**src/rtl/hazard_forward_unit.sv**
```systemverilog
// Hazard and forwarding controller: shadows destination registers of in-flight
// instructions behind ID and resolves rs1/rs2 to a bypass source or a stall.
module hazard_forward_unit #(
    parameter int unsigned NUM_STAGES = 3,
    parameter int unsigned XLEN       = 32,
    parameter int unsigned REG_ADDR_W = 5,
    parameter int unsigned ALU_READY  = 0,
    parameter int unsigned LOAD_READY = 1
) (
    input  logic                                clk,
    input  logic                                reset,
    input  logic                                id_valid,
    input  logic [REG_ADDR_W-1:0]               id_rs1,
    input  logic [REG_ADDR_W-1:0]               id_rs2,
    input  logic                                id_use_rs1,
    input  logic                                id_use_rs2,
    input  logic [REG_ADDR_W-1:0]               id_rd,
    input  logic                                id_reg_write,
    input  logic                                id_is_load,
    input  logic                                flush,
    input  logic [NUM_STAGES*XLEN-1:0]          stage_data,
    input  logic [XLEN-1:0]                     rf_data1,
    input  logic [XLEN-1:0]                     rf_data2,
    output logic                                stall,
    output logic [$clog2(NUM_STAGES+1)-1:0]     fwd_sel1,
    output logic [$clog2(NUM_STAGES+1)-1:0]     fwd_sel2,
    output logic [XLEN-1:0]                     fwd_data1,
    output logic [XLEN-1:0]                     fwd_data2
);

    localparam int unsigned SEL_W = $clog2(NUM_STAGES + 1);

    typedef struct packed {
        logic             hazard;
        logic [SEL_W-1:0] sel;
        logic [XLEN-1:0]  data;
    } operand_t;

    logic [NUM_STAGES-1:0]                 valid_q, valid_d;
    logic [NUM_STAGES-1:0]                 wr_q, wr_d;
    logic [NUM_STAGES-1:0]                 load_q, load_d;
    logic [NUM_STAGES-1:0][REG_ADDR_W-1:0] rd_q, rd_d;

    operand_t op1, op2;

    // Youngest matching entry decides: bypass if its result is ready, else hazard.
    function automatic operand_t resolve(input logic                  use_r,
                                         input logic [REG_ADDR_W-1:0] r,
                                         input logic [XLEN-1:0]       rf);
        operand_t res;
        logic     found;
        res.hazard = 1'b0;
        res.sel    = '0;
        res.data   = rf;
        found      = 1'b0;
        if (use_r && id_valid && (r != '0)) begin
            for (int unsigned k = 0; k < NUM_STAGES; k++) begin
                if (!found && valid_q[k] && wr_q[k] && (rd_q[k] == r)) begin
                    found = 1'b1;
                    if (k >= (load_q[k] ? LOAD_READY : ALU_READY)) begin
                        res.sel  = SEL_W'(k + 1);
                        res.data = stage_data[k*XLEN +: XLEN];
                    end else begin
                        res.hazard = 1'b1;
                    end
                end
            end
        end
        return res;
    endfunction

    always_comb begin
        op1       = resolve(id_use_rs1, id_rs1, rf_data1);
        op2       = resolve(id_use_rs2, id_rs2, rf_data2);
        stall     = !reset && id_valid && !flush && (op1.hazard || op2.hazard);
        fwd_sel1  = reset ? '0 : op1.sel;
        fwd_sel2  = reset ? '0 : op2.sel;
        fwd_data1 = reset ? rf_data1 : op1.data;
        fwd_data2 = reset ? rf_data2 : op2.data;
    end

    // Flush kills the EX entry before it shifts, so it lands in entry 1 as invalid.
    always_comb begin
        valid_d = '0;
        wr_d    = '0;
        load_d  = '0;
        rd_d    = '0;
        for (int unsigned k = 1; k < NUM_STAGES; k++) begin
            valid_d[k] = valid_q[k-1] && !(flush && (k == 1));
            wr_d[k]    = wr_q[k-1];
            load_d[k]  = load_q[k-1];
            rd_d[k]    = rd_q[k-1];
        end
        valid_d[0] = id_valid && !flush && !stall;
        wr_d[0]    = id_reg_write && (id_rd != '0);
        load_d[0]  = id_is_load;
        rd_d[0]    = id_rd;
    end

    always_ff @(posedge clk) begin
        if (reset) begin
            valid_q <= '0;
            wr_q    <= '0;
            load_q  <= '0;
            rd_q    <= '0;
        end else begin
            valid_q <= valid_d;
            wr_q    <= wr_d;
            load_q  <= load_d;
            rd_q    <= rd_d;
        end
    end

endmodule

```
**config.mk**
```make
export PLATFORM = sky130hd
export DESIGN_NAME = hazard_forward_unit
export DESIGN_NICKNAME = d
export VERILOG_FILES = /design/src/rtl/hazard_forward_unit.sv
export SDC_FILE = /design/constraint.sdc
export NUM_CORES = 1
export LEC_CHECK = 0
export ABC_AREA = 1
export BUFFER_PORTS_ARGS = -buffer_cell sky130_fd_sc_hd__buf_2
export CORE_UTILIZATION = 44
export DETAILED_ROUTE_END_ITERATION = 6
export PLACE_DENSITY = 0.8
export SYNTH_ARGS = -nofsm -noshare
export SYNTH_HDL_FRONTEND = slang
export SYNTH_SLANG_ARGS = --single-unit
```
**constraint.sdc**
```tcl
create_clock -name clk -period 1.8 [get_ports clk]
set_clock_uncertainty 0.1 [all_clocks]
set_input_delay 0.36 -clock clk [delete_from_list [all_inputs] [get_ports clk]]
set_output_delay 0.36 -clock clk [all_outputs]
set_load 0.05 [all_outputs]
```
==> results.sh <==
export IMPL_status="finished with violations"
export IMPL_violations="setup timing"
export IMPL_worstReg2RegEnd="valid_q[0]"
export IMPL_power_switching_uw=1590
export IMPL_max_cap_violations=0
export IMPL_hold_viol_final=0
export IMPL_synth_top_cell_area_share_pct=20.4
export IMPL_reg2reg_depth=10
export IMPL_dr_pass1_iterations=6
export IMPL_powerDensity_nw_per_um2=326
export IMPL_synthesis_nets=1277
export IMPL_timing_critical_path_mode_cell="sky130_fd_sc_hd__buf_12"
export IMPL_worst_path_max_delay_cell="sky130_fd_sc_hd__dfxtp_2"
export IMPL_pwr_share_comb_pct=67.2
export IMPL_worst_ir_drop_vdd_uv=456
export IMPL_timing_hold_worst_class="in2reg"
export IMPL_grt_first_pass_wirelength_um=35300
export IMPL_detail_route_drc_violations=0
export IMPL_synthesis_yosys_warnings=0
export IMPL_finalHoldWorstSlack_ns=0.185
export IMPL_syn_mean_instance_area_sq_um=4.70
export IMPL_crit_path_largest_cell_delay_ns=0.36
export IMPL_vias_per_cell=6.02
export IMPL_routedWlPerCell_um=20.6
export IMPL_startpoint_type="flip-flop"
export IMPL_grt_pass1_vias=7565
export IMPL_worstMarginPinSlew_ns=0.554
export IMPL_timing_final_max_slew_violations=0
export IMPL_critical_path_peak_fanout=9
export IMPL_finish_net_count=1583
export IMPL_ffs_w_async_s_r_synth_pct=0
export IMPL_die_area_sq_um=12100
export IMPL_sw_frac_of_total_pct=47.7
export IMPL_cpLargestDelayFamily="buffers and inverters"
export IMPL_final_area_sq_um=10200
export IMPL_yosysSeqAreaShare_pct=8.57
export IMPL_place_gp_congestion=0.942
export IMPL_path_cells="inv_2 > nand2_1 > nand2_2 > nor2_4 > nand3_4 > buf_12 > o21ai_4 > buf_12 > buf_12 > nand2_1 > a21oi_4 > buf_6"
export IMPL_layout_min_cycle_time_ns=2.97
export IMPL_placement_rows=39
export IMPL_post_place_cells=1492
export IMPL_synth_seq_cells=22
export IMPL_wl_um=31800
export IMPL_final_setup_worst_slack_ns=-1.17
export IMPL_dp_slack_ns=-0.701
export IMPL_cts_tree="built"
export IMPL_finalSetupViolCount=69
export IMPL_worst_setup_path_startpoint="rd_d[8]"
export IMPL_grt_start_max_net_pins=34
export IMPL_synthDominantAreaCellType="sky130_fd_sc_hd__nand2_1"
export IMPL_initial_core_util_pct=45.0
export IMPL_synth_edff_count=0
export IMPL_reg2reg_slack_ns=0.03
export IMPL_cts_path_max_buffers=2
export IMPL_rsz0062_at_grt="yes"
export IMPL_dr_total_vias=9305
export IMPL_all_layer_global_routing_usage_pct=36.9
export IMPL_synth_lib_cells_used_distinct=26
export IMPL_power_frac_seq_pct=15.8
export IMPL_post_route_period_util_pct=165
export IMPL_post_route_cells_drive_above_1_share_pct=57.1
export IMPL_p_leak_uw=0.00507
export IMPL_sinks_on_clock_net=22
export IMPL_worst_endpoint_arrival_ns=2.51
export IMPL_whs_path_depth=2
export IMPL_slew_limit_headroom_pct=62.9
export IMPL_hold_start="flush"
export IMPL_ys_top_cells_by_count="sky130_fd_sc_hd__nand2_1 (280), sky130_fd_sc_hd__nor2_1 (201), sky130_fd_sc_hd__inv_1 (162)"
export IMPL_port_buffer_count=251
export IMPL_cellInternalPower_uw=1750
export IMPL_synth_area_leaders="sky130_fd_sc_hd__nand2_1 (20%), sky130_fd_sc_hd__nor2_1 (15%), sky130_fd_sc_hd__a21oi_1 (13%), sky130_fd_sc_hd__inv_1 (12%), sky130_fd_sc_hd__dfxtp_1 (8.6%)"
export IMPL_cts_clk_slew_worst_paths_ns=0.06
export IMPL_core_area_sq_um=11400
export IMPL_drt_initial_drc_count=1380
export IMPL_clk_latency_ns=0.26
export IMPL_grt_overflow_total=0
export IMPL_detailed_place_hpwl_um=15200
export IMPL_path_buf_inv=5
export IMPL_r2r_start="rd_d[8]"
export IMPL_vertical_extent_of_the_die_um=110
export IMPL_kind_of_critical_path="reg2out"
export IMPL_pwr_share_clk_pct=17.0
export IMPL_finish_cell_count_without_fillers=1545
export IMPL_post_synth_top_count_cell="sky130_fd_sc_hd__nand2_1"
export IMPL_width_of_the_die_um=110
export IMPL_cp_required_ns=1.34
export IMPL_timing_critical_path_to_type="output pin"
export IMPL_cts_made_buffers=3
export IMPL_hold_end="valid_q[1]"
export IMPL_postPlaceCellArea_sq_um=7910
export IMPL_area_growth_syn_to_layout_pct=99.2
export IMPL_synth_ff_type="sky130_fd_sc_hd__dfxtp_1"
export IMPL_synthesis_area_sq_um=5140
export IMPL_clk_root_buffer_cell="sky130_fd_sc_hd__clkbuf_16"
export IMPL_antenna_left=0
export IMPL_netlist_instances=1094
export IMPL_max_freq_mhz=337
export IMPL_io_pins=252
export IMPL_grt_antenna_before_repair=6
export IMPL_clock_tree_htree_level_count=1
[area by class of cell]
class                   instances  area (sq um)
multi-input cells             836          5490
repair buffers                365          3330
fillers                       524          1180
inverters                     172           671
flip-flops and latches         22           473
well taps                     143           179
clock buffers                   4           100
diodes                          3          7.51
[sequential cells by signal, indices dropped and copies added (netlist names)]
signal and count:
rd_d 10, rd_q 5, load_q 1, wr_q 3, valid_q 3
[cell families (layout without fill, tap and decap cells)]
kind of cell           after synthesis  after routing  share of synthesized area (%)
AND/OR/NAND/NOR                    632            633                           52.5
AO/OA/AOI/OAI                      203            203                           20.2
other                                0              3                              0
flip-flops                          22             22                           8.57
buffers and inverters              237            541                           18.8
[layout by cell type, fill, tap and decap left out, types with 24 or more instances in the layout]
cell type,count
sky130_fd_sc_hd__nand2_2,55
sky130_fd_sc_hd__a21oi_4,66
sky130_fd_sc_hd__a21oi_1,65
sky130_fd_sc_hd__buf_6,80
sky130_fd_sc_hd__or2_2,64
sky130_fd_sc_hd__nand2_1,204
sky130_fd_sc_hd__nor2_1,83
sky130_fd_sc_hd__buf_12,30
sky130_fd_sc_hd__o21ai_1,24
sky130_fd_sc_hd__inv_1,145
sky130_fd_sc_hd__buf_4,46
sky130_fd_sc_hd__nor2_4,30
sky130_fd_sc_hd__nand3_1,47
sky130_fd_sc_hd__nor2_2,96
sky130_fd_sc_hd__buf_2,182
[power groups by stage]
stage,combinational [uW],sequential (uW),clock (uW)
2_1_floorplan,1180,526,0
3_3_place_gp,1710,535,0
5_1_grt,2370,530,604
3_5_place_dp,1730,536,0
6_report,2240,529,568
4_1_cts,1970,527,571
[worst reg2reg max path, stage by stage, from the launching register on]
cell and delay, ns:
sky130_fd_sc_hd__dfxtp_2 0.36, sky130_fd_sc_hd__inv_2 0.06, sky130_fd_sc_hd__nand2_2 0.07, sky130_fd_sc_hd__nand2_2 0.12, sky130_fd_sc_hd__nor2_4 0.19, sky130_fd_sc_hd__buf_12 0.13, sky130_fd_sc_hd__nand3_4 0.10, sky130_fd_sc_hd__buf_6 0.15
sky130_fd_sc_hd__o22ai_4 0.18, sky130_fd_sc_hd__buf_4 0.14, sky130_fd_sc_hd__a21oi_1 0.04
[per-stage QoR]
stage / power (uW) / util (%) / TNS [ns]
finish: 3340 / 89.7 / -54.14
global route: 3510 / 89.7 / -60.22
CTS: 3070 / 81.1 / -41.63
detailed placement: 2270 / 69.3 / -44.41
global placement: 2250 / 69.3 / -42.46
floorplan: 1710 / - / -13.78
[worst max path at each step]
stage / cells past startpoint / end
3_5_place_dp: 11 / fwd_data2[4]
5_1_grt: 12 / fwd_data1[29]
4_1_cts: 11 / fwd_data1[5]
6_report: 12 / fwd_data1[29]
2_1_floorplan: 10 / fwd_data2[31]
3_3_place_gp: 10 / fwd_data1[16]
[repair_timing]
item                                    in CTS  in global routing
endpoints found under the setup margin      69                 69
hold buffers                                 0                  0
gates cloned                                 8                 10
gates resized for setup                    298                231
setup buffers                               20                 10
pin swaps                                   19                 66
[per-layer routing]
metal / global-route usage (%) / share of wire [%] / vias to the layer above
met2: 64.8 / 44 / 899
met1: 42.1 / 32 / 4088
met3: 7.58 / 14 / 318
met4: 19.1 / 8.8 / 12
met5: 0 / 0.49 / -
li1: - / - / 3988
(Power assumes the default switching activity.)
